===== src/rtl/mul_pkg.sv =====
// mul_pkg: shared types and elaboration-time helpers for the pipelined
// RISC-V M-extension multiplier (mul_pipe).
//   mul_op_t         - operation encoding presented on in_op
//   op_signed_a/b    - which operands are treated as two's complement
//   rows_after       - row count remaining after a number of 3:2 levels
//   csa_levels       - number of 3:2 levels needed to reach two rows
//   is_boundary      - whether a pipeline register follows a given level
package mul_pkg;

  typedef enum logic [1:0] {
    MUL    = 2'd0,
    MULH   = 2'd1,
    MULHSU = 2'd2,
    MULHU  = 2'd3
  } mul_op_t;

  function automatic logic op_signed_a(mul_op_t op);
    return (op == MULH) || (op == MULHSU);
  endfunction

  function automatic logic op_signed_b(mul_op_t op);
    return (op == MULH);
  endfunction

  // Each 3:2 level turns every full group of three rows into two and
  // passes the leftover rows straight through.
  function automatic int rows_after(int rows0, int levels);
    int n;
    n = rows0;
    for (int i = 0; i < levels; i++) begin
      n = (n / 3) * 2 + (n % 3);
    end
    return n;
  endfunction

  // Magnitudes are WIDTH+1 bits wide, so the tree starts with WIDTH+1 rows.
  function automatic int csa_levels(int width);
    int n;
    int cnt;
    n   = width + 1;
    cnt = 0;
    while (n > 2) begin
      n   = (n / 3) * 2 + (n % 3);
      cnt = cnt + 1;
    end
    return cnt;
  endfunction

  // Internal boundary j (1..stages-1) sits after level floor(j*levels/stages),
  // spreading the tree levels as evenly as possible across the stages.
  function automatic logic is_boundary(int pos, int levels, int stages);
    for (int j = 1; j < stages; j++) begin
      if ((j * levels) / stages == pos) return 1'b1;
    end
    return 1'b0;
  endfunction

  localparam int DEF_WIDTH      = 32;
  localparam int DEF_CSA_LEVELS = csa_levels(DEF_WIDTH);

endpackage


===== src/rtl/mul_pipe_if.sv =====
// mul_pipe_if: issue-side and writeback-side handshake of mul_pipe.
//   flush                    - squash everything in flight
//   in_valid/in_ready        - operation handshake (in_op, in_a, in_b, in_tag)
//   out_valid/out_ready      - result handshake (out_data, out_tag)
// master = issue/writeback logic (or bench), slave = the multiplier.
interface mul_pipe_if #(
  parameter int WIDTH = 32,
  parameter int TAG_W = 5
);
  import mul_pkg::*;

  logic             flush;
  logic             in_valid;
  logic             in_ready;
  mul_op_t          in_op;
  logic [WIDTH-1:0] in_a;
  logic [WIDTH-1:0] in_b;
  logic [TAG_W-1:0] in_tag;
  logic             out_valid;
  logic             out_ready;
  logic [WIDTH-1:0] out_data;
  logic [TAG_W-1:0] out_tag;

  modport master (
    output flush, in_valid, in_op, in_a, in_b, in_tag, out_ready,
    input  in_ready, out_valid, out_data, out_tag
  );

  modport slave (
    input  flush, in_valid, in_op, in_a, in_b, in_tag, out_ready,
    output in_ready, out_valid, out_data, out_tag
  );

endinterface


===== src/rtl/csa_3to2.sv =====
// csa_3to2: one carry-save adder row. Three W-bit rows in, sum and carry out.
// The carry is already shifted left by one, so sum + carry == x + y + z
// (mod 2^W).
//   x, y, z - input rows
//   sum     - bitwise sum
//   carry   - majority bits, pre-shifted into the next weight
module csa_3to2 #(
  parameter int W = 64
) (
  input  logic [W-1:0] x,
  input  logic [W-1:0] y,
  input  logic [W-1:0] z,
  output logic [W-1:0] sum,
  output logic [W-1:0] carry
);

  assign sum      = x ^ y ^ z;
  assign carry[0] = 1'b0;

  for (genvar gi = 1; gi < W; gi++) begin : g_bit
    assign carry[gi] = (x[gi-1] & y[gi-1]) | (x[gi-1] & z[gi-1]) |
                       (y[gi-1] & z[gi-1]);
  end

endmodule


===== src/rtl/mul_pipe.sv =====
// mul_pipe: pipelined MUL/MULH/MULHSU/MULHU for the execute stage.
//   clk, rst  - clock (rising edge), asynchronous active-high reset
//   bus       - mul_pipe_if.slave: valid/ready in, valid/ready out, tag
//               pass-through and flush
// Operands are turned into WIDTH+1 bit magnitudes, the WIDTH+1 partial
// products are reduced by 3:2 levels to two rows, then one carry-propagate
// add, a full-width two's complement fix-up and the half select feed the
// output register. STAGES register boundaries give a latency of STAGES
// advancing cycles at one op per cycle.
module mul_pipe
  import mul_pkg::*;
#(
  parameter int WIDTH  = 32,
  parameter int STAGES = 3,
  parameter int TAG_W  = 5
) (
  input logic     clk,
  input logic     rst,
  mul_pipe_if.slave bus
);

  localparam int RW     = 2 * WIDTH;
  localparam int NR     = WIDTH + 1;
  localparam int LEVELS = csa_levels(WIDTH);

  logic             adv;
  logic             accept;
  logic             out_valid_reg;
  logic [WIDTH-1:0] out_data_reg;
  logic [TAG_W-1:0] out_tag_reg;

  // The whole pipe moves together: it advances whenever the output slot
  // is empty or being drained.
  assign adv          = !out_valid_reg || bus.out_ready;
  assign bus.in_ready = adv && !bus.flush;
  assign accept       = bus.in_valid && bus.in_ready;

  // Sign conditioning. WIDTH+1 bits keep |most negative| = 2^(WIDTH-1) exact.
  logic           sign_a;
  logic           sign_b;
  logic [WIDTH:0] a_mag;
  logic [WIDTH:0] b_mag;

  assign sign_a = op_signed_a(bus.in_op) && bus.in_a[WIDTH-1];
  assign sign_b = op_signed_b(bus.in_op) && bus.in_b[WIDTH-1];
  assign a_mag  = sign_a ? ({1'b0, ~bus.in_a} + (WIDTH+1)'(1)) : {1'b0, bus.in_a};
  assign b_mag  = sign_b ? ({1'b0, ~bus.in_b} + (WIDTH+1)'(1)) : {1'b0, bus.in_b};

  // lvl[0] holds the partial products; lvl[k] holds the rows after k levels.
  // Rows are 2*WIDTH wide: the true product always fits, so truncation of
  // shifted rows and carries is harmless modulo 2^(2*WIDTH).
  for (genvar gl = 0; gl <= LEVELS; gl++) begin : lvl
    localparam int N = rows_after(NR, gl);

    logic [RW-1:0]    rows [N];
    logic             vld;
    logic             neg;
    mul_op_t          op;
    logic [TAG_W-1:0] tag;

    if (gl == 0) begin : g_src
      for (genvar gi = 0; gi < NR; gi++) begin : g_pp
        assign rows[gi] = b_mag[gi] ? (RW'(a_mag) << gi) : '0;
      end
      assign vld = accept;
      assign neg = sign_a ^ sign_b;
      assign op  = bus.in_op;
      assign tag = bus.in_tag;
    end else begin : g_red
      localparam int NP = rows_after(NR, gl - 1);
      localparam int NG = NP / 3;

      logic [RW-1:0] nxt [N];

      for (genvar gi = 0; gi < NG; gi++) begin : g_csa
        csa_3to2 #(.W(RW)) u_csa (
          .x     (lvl[gl-1].rows[3*gi]),
          .y     (lvl[gl-1].rows[3*gi+1]),
          .z     (lvl[gl-1].rows[3*gi+2]),
          .sum   (nxt[2*gi]),
          .carry (nxt[2*gi+1])
        );
      end

      // Leftover rows (fewer than three) skip this level unchanged.
      for (genvar gi = 2 * NG; gi < N; gi++) begin : g_pass
        assign nxt[gi] = lvl[gl-1].rows[gi+NG];
      end

      if (is_boundary(gl, LEVELS, STAGES)) begin : g_reg
        always_ff @(posedge clk or posedge rst) begin
          if (rst) begin
            vld <= 1'b0;
          end else if (bus.flush) begin
            vld <= 1'b0;
          end else if (adv) begin
            vld <= lvl[gl-1].vld;
          end
        end

        // Payload needs no reset: it is only looked at alongside vld.
        always_ff @(posedge clk) begin
          if (adv) begin
            rows <= nxt;
            neg  <= lvl[gl-1].neg;
            op   <= lvl[gl-1].op;
            tag  <= lvl[gl-1].tag;
          end
        end
      end else begin : g_comb
        assign rows = nxt;
        assign vld  = lvl[gl-1].vld;
        assign neg  = lvl[gl-1].neg;
        assign op   = lvl[gl-1].op;
        assign tag  = lvl[gl-1].tag;
      end
    end
  end

  // Final CPA, sign fix-up over the full 2*WIDTH bits, then half select.
  logic [RW-1:0]    prod;
  logic [RW-1:0]    result;
  logic [WIDTH-1:0] sel;

  assign prod   = lvl[LEVELS].rows[0] + lvl[LEVELS].rows[1];
  assign result = lvl[LEVELS].neg ? (~prod + RW'(1)) : prod;
  assign sel    = (lvl[LEVELS].op == MUL) ? result[WIDTH-1:0] : result[RW-1:WIDTH];

  always_ff @(posedge clk or posedge rst) begin
    if (rst) begin
      out_valid_reg <= 1'b0;
      out_data_reg  <= '0;
      out_tag_reg   <= '0;
    end else begin
      // Flush empties the output slot even while stalled.
      if (bus.flush) begin
        out_valid_reg <= 1'b0;
      end else if (adv) begin
        out_valid_reg <= lvl[LEVELS].vld;
      end
      if (adv) begin
        out_data_reg <= sel;
        out_tag_reg  <= lvl[LEVELS].tag;
      end
    end
  end

  assign bus.out_valid = out_valid_reg;
  assign bus.out_data  = out_data_reg;
  assign bus.out_tag   = out_tag_reg;

endmodule


===== src/flat_wrapper.sv =====
// flat-port wrapper written by rule: the top's interface ports become plain ports
module mul_pipe_flat import mul_pkg::*;
#(
  parameter int WIDTH  = 32,
  parameter int STAGES = 3,
  parameter int TAG_W  = 5
)
  (clk, rst, bus_flush, bus_in_valid, bus_in_op, bus_in_a, bus_in_b, bus_in_tag, bus_out_ready, bus_in_ready, bus_out_valid, bus_out_data, bus_out_tag);
  mul_pipe_if #(.WIDTH(WIDTH), .TAG_W(TAG_W)) bus_i ();
  input logic clk;
  input logic rst;
  input wire logic [$bits(bus_i.flush)-1:0] bus_flush;
  input wire logic [$bits(bus_i.in_valid)-1:0] bus_in_valid;
  input wire logic [$bits(bus_i.in_op)-1:0] bus_in_op;
  input wire logic [$bits(bus_i.in_a)-1:0] bus_in_a;
  input wire logic [$bits(bus_i.in_b)-1:0] bus_in_b;
  input wire logic [$bits(bus_i.in_tag)-1:0] bus_in_tag;
  input wire logic [$bits(bus_i.out_ready)-1:0] bus_out_ready;
  output wire logic [$bits(bus_i.in_ready)-1:0] bus_in_ready;
  output wire logic [$bits(bus_i.out_valid)-1:0] bus_out_valid;
  output wire logic [$bits(bus_i.out_data)-1:0] bus_out_data;
  output wire logic [$bits(bus_i.out_tag)-1:0] bus_out_tag;
  assign bus_i.flush = bus_flush;
  assign bus_i.in_valid = bus_in_valid;
  assign bus_i.in_op = bus_in_op;
  assign bus_i.in_a = bus_in_a;
  assign bus_i.in_b = bus_in_b;
  assign bus_i.in_tag = bus_in_tag;
  assign bus_i.out_ready = bus_out_ready;
  assign bus_in_ready = bus_i.in_ready;
  assign bus_out_valid = bus_i.out_valid;
  assign bus_out_data = bus_i.out_data;
  assign bus_out_tag = bus_i.out_tag;
  mul_pipe #(.WIDTH(WIDTH), .STAGES(STAGES), .TAG_W(TAG_W)) u_core (.clk(clk), .rst(rst), .bus(bus_i));
endmodule

===== config.mk =====
export PLATFORM = sky130hd
export DESIGN_NAME = mul_pipe_flat
export DESIGN_NICKNAME = d
export VERILOG_FILES = /design/src/rtl/mul_pkg.sv /design/src/rtl/mul_pipe_if.sv /design/src/rtl/csa_3to2.sv /design/src/rtl/mul_pipe.sv /design/src/flat_wrapper.sv
export SDC_FILE = /design/constraint.sdc
export NUM_CORES = 2
export LEC_CHECK = 0
export CAP_MARGIN = 10
export CORE_AREA = 3 3 400 402
export CTS_CLUSTER_DIAMETER = 40
export DETAILED_ROUTE_END_ITERATION = 16
export DIE_AREA = 0 0 403 405
export GPL_ROUTABILITY_DRIVEN = 0
export PLACE_DENSITY = 0.75
export SLEW_MARGIN = 20
export SYNTH_ARGS = -nofsm -noshare
export SYNTH_HDL_FRONTEND = slang
export SYNTH_HIERARCHICAL = 1
export SYNTH_SLANG_ARGS = --single-unit

===== constraint.sdc =====
create_clock -name clk -period 37.8 [get_ports clk]
set_input_delay 7.56 -clock clk [delete_from_list [all_inputs] [get_ports clk]]
set_output_delay 7.56 -clock clk [all_outputs]
set_load 0.005 [all_outputs]

==> impl_metrics.tcl <==
set metrics [dict create \
    cts_tree "done" \
    overflow 0 \
    ys_ff_latch 1336 \
    synth_edf_count 1296 \
    r2r_cells 16 \
    final.setup.tns_ns 0 \
    crit_top_cell "clkdlybuf4s50_1" \
    dr_wl_met2_mm 108.0 \
    layout_common_cells "fa_1, edfxtp_1, nor2_1" \
    largest_register_ffs 1280 \
    wl_met3_mm 31.85 \
    drv_slew 0 \
    cp-end-kind "output port" \
    synthCells 6032 \
    synth_top_family_by_area "adder cells" \
    holdWs_ns 0.4184 \
    drt-total-wl_mm 228.0 \
    m1WireLength_mm 79.39 \
    die_w_um 403 \
    hold_depth 0 \
    worstSkewPairLatency_ns 0.84 \
    synth_area_mm2 0.09368 \
    cts_hold_buf 0 \
    crit_buf_inv 3 \
    antenna_found_initial 7 \
    dr.pass1.iters 6 \
    die_h_um 405 \
    period_needed_ns 16.69 \
    h-tree-depth 4 \
    top_layer "met5" \
    arrival_ns 9.13 \
    numClockSinks 1336 \
    yosysSeqAreaShare 0.4261 \
    grt_use_total 0.2965 \
    core_mm2 0.1564 \
    rsz0062_at_grt "false" \
    post_cts_buffers 0 \
    cp_max_fo 50 \
    slowest_delay_ns 0.46 \
    placed_area_mm2 0.1013 \
    syn_avg_cell_area_um2 15.53 \
    grt_max_degree 96 \
    start_kind "input port" \
    route.vias.total 54709 \
    cp_num_cells 5 \
    cp_cell_sequence "clkdlybuf4s50_1, nor2b_4, buf_4, nor2_1, clkdlybuf4s50_1" \
    min_path_type "register to register" \
    drv_cap 0 \
    vias_per_cell 5.789 \
    synth.distinct_cells 99 \
    setup_viol 0 \
    layout_commonest_cell "fa_1" \
    worstSetupPathType "input port to output port" \
    hpwl_mm 158.1 \
    synth_compound_area_frac 0.03704 \
    drive_gt1_frac 0.07080 \
    synthToLayoutAreaGrowth_pct 15.62 \
    relSlewSlack 0.2267 \
    core.rowCount 145 \
    dp_cells 9078 \
    worst_pin_slew_ns 1.154 \
    synthMuxAreaShare 0.001990 \
    required_ns 30.24 \
    numCtsBuffers 197 \
    synthSimpleGateAreaFrac 0.07204 \
    finClkSkew_ns 0.05172 \
    postCtsResizedCells 0 \
    die_area_mm2 0.1632 \
    io_pins 115 \
    ys.flop_type "edfxtp_1" \
    fin_nets 9316 \
    start_util 0.5990 \
    ys_warn_count 6 \
    route.detailed.drc 0 \
    drtAntennaViolNets 0 \
    post_drt_wl_per_cell_um 24.12 \
    async_flop_share 0.02994 \
    synth-adder-area-share 0.4265 \
    cts_max_path_buffers 3 \
    final_area_mm2 0.1083 \
    grt_pass1_wl_mm 359.9 \
    cp_top_family "buffers and inverters" \
    synth_xor_area_frac 0.01991 \
    status "finished, final reports clean" \
    first_global_vias 61493 \
    worst_path_max_delay_cell "buf_4" \
    cts_root_buf "clkbuf_16" \
    clk_pin_slew_ns 0.06 \
    hold_viol_final 0 \
    fmax_mhz 59.90 \
    layout.cells.non_filler 9450 \
    first_iter_violations 7009 \
    io_buffers 114 \
    final.period_utilization 0.4416 \
]
## cell usage after synthesis (16+ instances only)
master,n,area share
nor3_1,50,0.0027
xor3_1,31,0.0079
o21ai_0,118,0.0063
edfxtp_1,1296,0.42
nand2_1,182,0.0073
clkbuf_1,244,0.0098
a21o_1,32,0.0026
conb_1,32,0.0013
a31oi_1,16,0.0011
dfrtp_1,40,0.011
fa_1,1954,0.42
inv_1,32,0.0013
buf_2,21,0.0011
nand4_1,46,0.0031
o31ai_1,32,0.0026
xor2_1,59,0.0055
ha_1,67,0.0089
nor2_1,1153,0.046
nand3_1,27,0.0014
nor4_1,20,0.0013
a211oi_1,28,0.0022
xnor2_1,68,0.0064
a21oi_1,143,0.0076
buf_4,32,0.0026
## path summary, 6_finish.rpt
check                                        start                       to  slack (ns)
setup / recovery                     bus_out_ready             bus_in_ready       21.11
hold / removal                 u_core/lvl[2].op[1]      u_core/lvl[5].op[1]        0.42
setup reg to reg           u_core/lvl[5].rows[216]  u_core/bus.out_data[18]       30.50
hold reg to reg                u_core/lvl[2].op[1]      u_core/lvl[5].op[1]        0.42
max in group asynchronous                      rst   u_core/bus.out_data[0]       30.30
min in group asynchronous                      rst  u_core/bus.out_data[13]        7.15
## cell families (layout without fill, tap and decap cells)
| logic type | Yosys count | after routing |
|---|---|---|
| xor gates and xnor gates | 159 | 159 |
| other | 32 | 1124 |
| DFF | 1336 | 1336 |
| buffers and inverters | 335 | 603 |
| muxes | 17 | 17 |
| and+or+nand+nor | 1602 | 1602 |
| AOI/OAI and AO/OA | 530 | 530 |
| adders and majority gates | 2021 | 2021 |
## cell type report
class	count	area (µm²)
Timing Repair Buffer	203	1813
Inverter	33	131.4
Multi-Input combinational cell	5448	56910
Fill cell	9889	48070
Antenna cell	5	12.51
Clock buffer	224	5136
Clock inverter	143	1821
Tap cell	2058	2575
Sequential cell	1336	39920
## per-stage QoR
stage / util / worst slack [ns]
2_1_floorplan: - / 11.79
3_3_place_gp: 0.6480 / 21.07
3_5_place_dp: 0.6480 / 21.11
4_1_cts: 0.6925 / 21.11
5_1_grt: 0.6926 / 21.00
6_report: 0.6926 / 21.11
## worst reg2reg max path, delay by kind of cell (launching register included)
kind,cells,cell delay (ns)
AO/OA/AOI/OAI,8,2.50
adder cells (fa/ha/maj),4,2.29
AND/OR/NAND/NOR,4,1.99
flip-flops,1,0.39
## layer usage
layer,up-vias,GRT usage
li1,21794,-
met1,28554,0.4024
met2,3735,0.4571
met3,620,0.09958
met4,6,0.1028
met5,-,0
Power is left out: the tool's default activity adds up to more than one toggle a clock period on the data nets, which glitch-free logic cannot reach.
